[src/rtl/inverse_pkg.sv]
// Shared sizes, FSM state type and saturation helpers for the inverse checker.
package inverse_pkg;

  localparam int unsigned DW    = 20;
  localparam int unsigned N     = 5;
  localparam int unsigned NN    = N * N;
  localparam int unsigned ACC_W = 2 * DW + $clog2(N);
  localparam int unsigned IDX_W = $clog2(NN);
  localparam int unsigned RC_W  = $clog2(N);
  localparam int unsigned MC_W  = $clog2(NN + 1);

  typedef enum logic [2:0] {
    IDLE, LOAD_A, LOAD_B, LOAD_DET, MAC, EMIT, DONE
  } state_t;

  // True when the accumulator value is representable in DW signed bits.
  function automatic logic fits_dw(input logic signed [ACC_W-1:0] v);
    return (&v[ACC_W-1:DW-1]) | ~(|v[ACC_W-1:DW-1]);
  endfunction

  function automatic logic [DW-1:0] sat(input logic signed [ACC_W-1:0] v);
    if (fits_dw(v))       return v[DW-1:0];
    else if (v[ACC_W-1])  return {1'b1, {(DW-1){1'b0}}};
    else                  return {1'b0, {(DW-1){1'b1}}};
  endfunction

endpackage

[src/rtl/inverse_check_mac_unit.sv]
// Signed DW x DW multiply with a wide non-wrapping accumulator.
module mac_unit
  import inverse_pkg::*;
(
  input  logic                    clk,
  input  logic                    rst_n,
  input  logic                    clr_i,
  input  logic                    en_i,
  input  logic signed [DW-1:0]    a_i,
  input  logic signed [DW-1:0]    b_i,
  output logic signed [ACC_W-1:0] acc_o
);

  logic signed [2*DW-1:0]  prod;
  logic signed [ACC_W-1:0] acc_q, acc_d;

  always_comb begin
    prod  = a_i * b_i;
    acc_d = acc_q;
    if (clr_i)     acc_d = '0;
    else if (en_i) acc_d = acc_q + {{(ACC_W-2*DW){prod[2*DW-1]}}, prod};
  end

  always_ff @(posedge clk or negedge rst_n) begin
    if (!rst_n) acc_q <= '0;
    else        acc_q <= acc_d;
  end

  assign acc_o = acc_q;

endmodule

[src/rtl/inverse_check.sv]
// Streams in A, B and det, computes P = A x B one MAC per cycle and checks P == det*I.
module inverse_check
  import inverse_pkg::*;
(
  input  logic            clk,
  input  logic            rst_n,
  input  logic            in_valid,
  output logic            in_ready,
  input  logic [DW-1:0]   in_data,
  output logic            out_valid,
  input  logic            out_ready,
  output logic [DW-1:0]   out_data,
  output logic            busy,
  output logic            done,
  output logic            pass,
  output logic [MC_W-1:0] mismatch_cnt,
  output logic            ovf
);

  state_t            state_q, state_d;
  logic [IDX_W-1:0]  idx_q, idx_d;
  logic [RC_W-1:0]   i_q, i_d, j_q, j_d, k_q, k_d;
  logic [DW-1:0]     det_q;
  logic [MC_W-1:0]   mcnt_q, mcnt_d;
  logic              ovf_q, ovf_d, pass_q, pass_d, fresh_q, fresh_d, en_q;
  logic [DW-1:0]     a_mem [NN];
  logic [DW-1:0]     b_mem [NN];

  logic              in_xfer, mac_en, mac_clr, mism;
  logic [IDX_W-1:0]  a_sel, b_sel;
  logic signed [ACC_W-1:0] acc, exp_val;

  // en_q keeps in_ready low until the first edge after reset release.
  assign in_ready = en_q && (state_q inside {IDLE, LOAD_A, LOAD_B, LOAD_DET});
  assign in_xfer  = in_valid && in_ready;
  assign a_sel    = IDX_W'(i_q * N + k_q);
  assign b_sel    = IDX_W'(k_q * N + j_q);

  mac_unit u_mac (
    .clk   (clk),
    .rst_n (rst_n),
    .clr_i (mac_clr),
    .en_i  (mac_en),
    .a_i   (a_mem[a_sel]),
    .b_i   (b_mem[b_sel]),
    .acc_o (acc)
  );

  assign exp_val = (i_q == j_q) ? {{(ACC_W-DW){det_q[DW-1]}}, det_q} : '0;
  assign mism    = (acc != exp_val);

  always_comb begin
    state_d = state_q;
    idx_d   = idx_q;
    i_d     = i_q;
    j_d     = j_q;
    k_d     = k_q;
    mcnt_d  = mcnt_q;
    ovf_d   = ovf_q;
    pass_d  = pass_q;
    fresh_d = 1'b0;
    mac_en  = 1'b0;
    mac_clr = 1'b0;
    unique case (state_q)
      IDLE: if (in_xfer) begin
        idx_d   = IDX_W'(1);
        state_d = LOAD_A;
        mcnt_d  = '0;
        ovf_d   = 1'b0;
        pass_d  = 1'b0;
      end
      LOAD_A: if (in_xfer) begin
        if (idx_q == IDX_W'(NN-1)) begin
          idx_d   = '0;
          state_d = LOAD_B;
        end else idx_d = idx_q + 1'b1;
      end
      LOAD_B: if (in_xfer) begin
        if (idx_q == IDX_W'(NN-1)) begin
          idx_d   = '0;
          state_d = LOAD_DET;
        end else idx_d = idx_q + 1'b1;
      end
      LOAD_DET: if (in_xfer) begin
        i_d     = '0;
        j_d     = '0;
        k_d     = '0;
        mac_clr = 1'b1;
        state_d = MAC;
      end
      MAC: begin
        mac_en = 1'b1;
        if (k_q == RC_W'(N-1)) begin
          k_d     = '0;
          fresh_d = 1'b1;
          state_d = EMIT;
        end else k_d = k_q + 1'b1;
      end
      EMIT: begin
        // Score each element once, on its first EMIT cycle, however long it stalls.
        if (fresh_q) begin
          if (mism)         mcnt_d = mcnt_q + 1'b1;
          if (!fits_dw(acc)) ovf_d = 1'b1;
        end
        if (out_ready) begin
          mac_clr = 1'b1;
          if (j_q == RC_W'(N-1)) begin
            j_d = '0;
            if (i_q == RC_W'(N-1)) begin
              i_d     = '0;
              pass_d  = (mcnt_d == '0);
              state_d = DONE;
            end else begin
              i_d     = i_q + 1'b1;
              state_d = MAC;
            end
          end else begin
            j_d     = j_q + 1'b1;
            state_d = MAC;
          end
        end
      end
      DONE:    state_d = IDLE;
      default: state_d = IDLE;
    endcase
  end

  always_ff @(posedge clk or negedge rst_n) begin
    if (!rst_n) begin
      state_q <= IDLE;
      idx_q   <= '0;
      i_q     <= '0;
      j_q     <= '0;
      k_q     <= '0;
      det_q   <= '0;
      mcnt_q  <= '0;
      ovf_q   <= 1'b0;
      pass_q  <= 1'b0;
      fresh_q <= 1'b0;
      en_q    <= 1'b0;
    end else begin
      state_q <= state_d;
      idx_q   <= idx_d;
      i_q     <= i_d;
      j_q     <= j_d;
      k_q     <= k_d;
      mcnt_q  <= mcnt_d;
      ovf_q   <= ovf_d;
      pass_q  <= pass_d;
      fresh_q <= fresh_d;
      en_q    <= 1'b1;
      if (state_q == LOAD_DET && in_xfer) det_q <= in_data;
    end
  end

  always_ff @(posedge clk) begin
    if (in_xfer && (state_q == IDLE || state_q == LOAD_A)) a_mem[idx_q] <= in_data;
    if (in_xfer && state_q == LOAD_B)                      b_mem[idx_q] <= in_data;
  end

  assign out_valid    = (state_q == EMIT);
  assign out_data     = (state_q == EMIT) ? sat(acc) : '0;
  assign busy         = (state_q != IDLE) && (state_q != DONE);
  assign done         = (state_q == DONE);
  assign pass         = pass_q;
  assign mismatch_cnt = mcnt_q;
  assign ovf          = ovf_q;

endmodule
[config.mk]
export PLATFORM = sky130hd
export DESIGN_NAME = inverse_check
export DESIGN_NICKNAME = d
export VERILOG_FILES = /design/src/rtl/inverse_pkg.sv /design/src/rtl/inverse_check_mac_unit.sv /design/src/rtl/inverse_check.sv
export SDC_FILE = /design/constraint.sdc
export NUM_CORES = 2
export LEC_CHECK = 0
export ABC_AREA = 1
export CAP_MARGIN = 20
export CORE_ASPECT_RATIO = 0.7
export CORE_MARGIN = 2
export CORE_UTILIZATION = 25
export CTS_CLUSTER_DIAMETER = 120
export DETAILED_ROUTE_END_ITERATION = 7
export SLEW_MARGIN = 20
export SYNTH_ARGS = -nofsm -noshare
export SYNTH_HDL_FRONTEND = slang
export SYNTH_HIERARCHICAL = 1
export SYNTH_SLANG_ARGS = --single-unit
[constraint.sdc]
create_clock -name clk -period 11.7 [get_ports clk]
set_clock_uncertainty 0.1 [all_clocks]
set_input_delay 2.34 -clock clk [delete_from_list [all_inputs] [get_ports clk]]
set_output_delay 2.34 -clock clk [all_outputs]
set_load 0.02 [all_outputs]
==> out/results.tsv <==
stage	metric	value	unit
yosys	netlist_top_cells_area	edfxtp_1 (47%), fa_1 (13%), nand2_1 (6.0%)	
sta	final_hold_viol_count	0	
yosys	synthMuxAreaShare	0	%
global_routing	track_usage	15.7	%
drt	dr.pass1.iters	7	
layout	fillCellCount	25808	
layout	final_cell_mix	nand2_1 (1011), edfxtp_1 (1000), inv_1 (882), nor2_1 (722), o21ai_0 (542)	
hold_path	worstHoldPathType	flop to flop	
yosys	syn-mean-instance-area	10.3	um^2
drt	num_vias	46744	
global_routing	grt_pass1_vias	45754	
drt	viasPerCell	4.81	
worst_setup_path	critPathKind	flop to flop	
clock_tree	tritoncts	yes	
yosys	synth_top_area_share	47.4	%
yosys	yosys.area_share.simple	13.0	%
sta	worst_pin_slew	1.11	ns
floorplanning	die_h	425	um
yosys	synth-xor-area-share	0.620	%
placed_design	gp_congestion	0.949	
global_routing	grt_max_degree	124	
floorplanning	die_area	0.258	mm^2
layout	multi_input_area	0.0269	mm^2
outcome	status	complete, no violations	
clock_tree	numCtsBuffers	103	
yosys	yosys.area.top_type	edfxtp_1	
floorplanning	io_pins	55	
yosys	yosysSeqAreaShare	50.9	%
sta	period_needed	11.35	ns
yosys	yosysWarningCount	6	
drt	post-route-drc-count	0	
yosys	synthCells	6179	
worst_setup_path	critPathBufInv	10	
placed_design	portBuffers	54	
drt	first_iter_violations	5780	
yosys	synth-compound-area-share	11.3	%
worst_setup_path	worstSetupStartpointType	flop	
job	cap_violations	0	
floorplanning	die_x	606	um
sta	slew_headroom	26.3	%
yosys	synthAdderAreaFrac	16.9	%
clock_tree	cts_hold_buf	0	
layout	drive_above_1_share	9.97	%
global_routing	grt_first_pass_wirelength	303000	um
yosys	ys_ff_latch	1089	
layout	seq_area	0.0323	mm^2
sta	finalCritPeriodShare	97.0	%
floorplanning	core-area	0.252	mm^2
drt	drt_wl_total	204000	um
placed_design	hpwl	141000	um
global_routing	overflow	0	
drt	drtAntennaViolNets	0	
yosys	synth_top_family_by_area	adder cells	
worst_setup_path	cp.required	12.27	ns
sta	rsz0062_at_grt	false	
worst_setup_path	cp_slowest_cell	fa_1	
yosys	ys_types	62	
yosys	async_reset_ff_share	8.17	%
clock_tree	htreeDepth	3	
layout	layout.nets	6905	
yosys	syn-num-nets	6803	
worst_setup_path	crit_path_max_incr_delay	0.55	ns
floorplanning	start_util	25.2	%
sta	setup_violations	0	
worst_setup_path	cp-end-kind	flop	
worst_setup_path	worstPathArrival	11.92	ns
drt	wl_per_cell	21.0	um
floorplanning	rows	154	
worst_setup_path	cp_top_family	adder cells	
sta	max_freq	88.1	MHz
sta	setup_tns	0	ns
clock_tree	clk_path_buf_depth	3	
layout	final_common_cell	nand2_1	
global_routing	antenna_found_initial	10	
sta	slew_viol_final	0	
yosys	synthFlopType	edfxtp_1	
clock_tree	cts.clk_slew.worst_paths	0.07	ns
clock_tree	clock_latency	0.75	ns
clock_tree	cts_sinks	1089	
layout	syn2layout_area_growth	14.9	%
yosys	synth_edf_count	1000	
yosys	syn_area	0.0634	mm^2
clock_tree	root_buffer	clkbuf_16	
worst_setup_path	worstPathMaxFanout	19	
-- layer usage --
| metal | track usage, % | vias to the layer above | wire length [um] |
|---|---|---|---|
| li1 | - | 20849 | - |
| met1 | 23.9 | 23615 | 94800 |
| met2 | 22.4 | 2065 | 83700 |
| met3 | 3.58 | 215 | 21600 |
| met4 | 3.06 | 0 | 3720 |
| met5 | 0 | - | 0 |
-- worst paths after layout --
path / from / end / slack [ns] / depth (start not counted)
min in group asynchronous: rst_n / u_mac/acc_o[25] / 1.42 / 1
hold / removal: det_q[12] / det_q[12] / 0.40 / 2
hold reg to reg: det_q[12] / det_q[12] / 0.40 / 2
setup reg to reg: k_q[0] / u_mac/acc_o[25] / 0.35 / 39
setup / recovery: k_q[0] / u_mac/acc_o[25] / 0.35 / 39
max in group asynchronous: rst_n / en_q / 8.73 / 2
-- registers in the layout, summed over array words and instances (netlist names) --
register and flops:
k_q 3, b_mem 500, det_q 20, fresh_q 1, en_q 1, idx_q 5, j_q 3, a_mem 500
state_q 3, i_q 3, mismatch_cnt 5, pass 1, u_mac/acc_o 43, ovf 1
-- worst register-to-register path, delay by kind of cell (launching register included) --
family,cells,cell delay (ns)
xor gates and xnor gates,1,0.52
adders and majority gates,12,5.32
AOI/OAI and AO/OA,9,2.62
DFF,1,0.49
and+or+nand+nor,7,1.19
buffers and inverters,10,1.09
-- cells in the mapped netlist, types with 20 or more instances --
| cell type | n |
|---|---|
| xor2_1 | 29 |
| o22ai_1 | 107 |
| nand3_1 | 133 |
| edfxtp_1 | 1000 |
| o21ai_1 | 30 |
| ha_1 | 177 |
| a21oi_1 | 154 |
| dfrtp_1 | 89 |
| a32oi_1 | 38 |
| o221ai_1 | 140 |
| fa_1 | 423 |
| o211ai_1 | 88 |
| nor2_1 | 775 |
| inv_2 | 23 |
| nand2_1 | 1016 |
| nand4_1 | 20 |
| nor3_1 | 21 |
| inv_1 | 889 |
| o21ai_0 | 547 |
| clkbuf_1 | 290 |
-- through the flow --
step	util (%)	instance area [um^2]	instances	hold slack (ns)	setup slack, ns
2_1_floorplan	-	63400	6179	0.364	1.79
3_3_place_gp	27.5	69300	9519	0.391	0.305
3_5_place_dp	27.5	69300	9519	0.398	0.280
4_1_cts	28.8	72600	9711	0.411	0.220
5_1_grt	28.9	72800	9722	0.422	0.00122
6_report	28.9	72800	9723	0.405	0.353
-- kinds of logic after synthesis --
| family | Yosys count |
|---|---|
| AND/OR/NAND/NOR | 2047 |
| buffers and inverters | 1227 |
| AO/OA/AOI/OAI | 1171 |
| flip-flops | 1089 |
| adder cells (fa/ha/maj) | 600 |
| XOR/XNOR | 44 |
| other | 1 |
-- final cells by class --
type | instances | share of cell area (%)
Tap cell | 3354 | 5.76
Multi-Input combinational cell | 3863 | 37.0
Clock inverter | 66 | 0.820
Clock buffer | 126 | 3.66
Antenna cell | 1 | 0.00344
Timing Repair Buffer | 308 | 3.75
Sequential cell | 1089 | 44.3
Inverter | 916 | 4.76
-- what timing repair did --
item                       4_1_cts  5_1_grt
setup buffers                    0        9
setup endpoints to repair        0       18
hold endpoints to repair         0        0
gates resized for setup          0       27
Power is not shown: default switching activity piles up to over one toggle a cycle in this logic, so the estimate is an artifact.
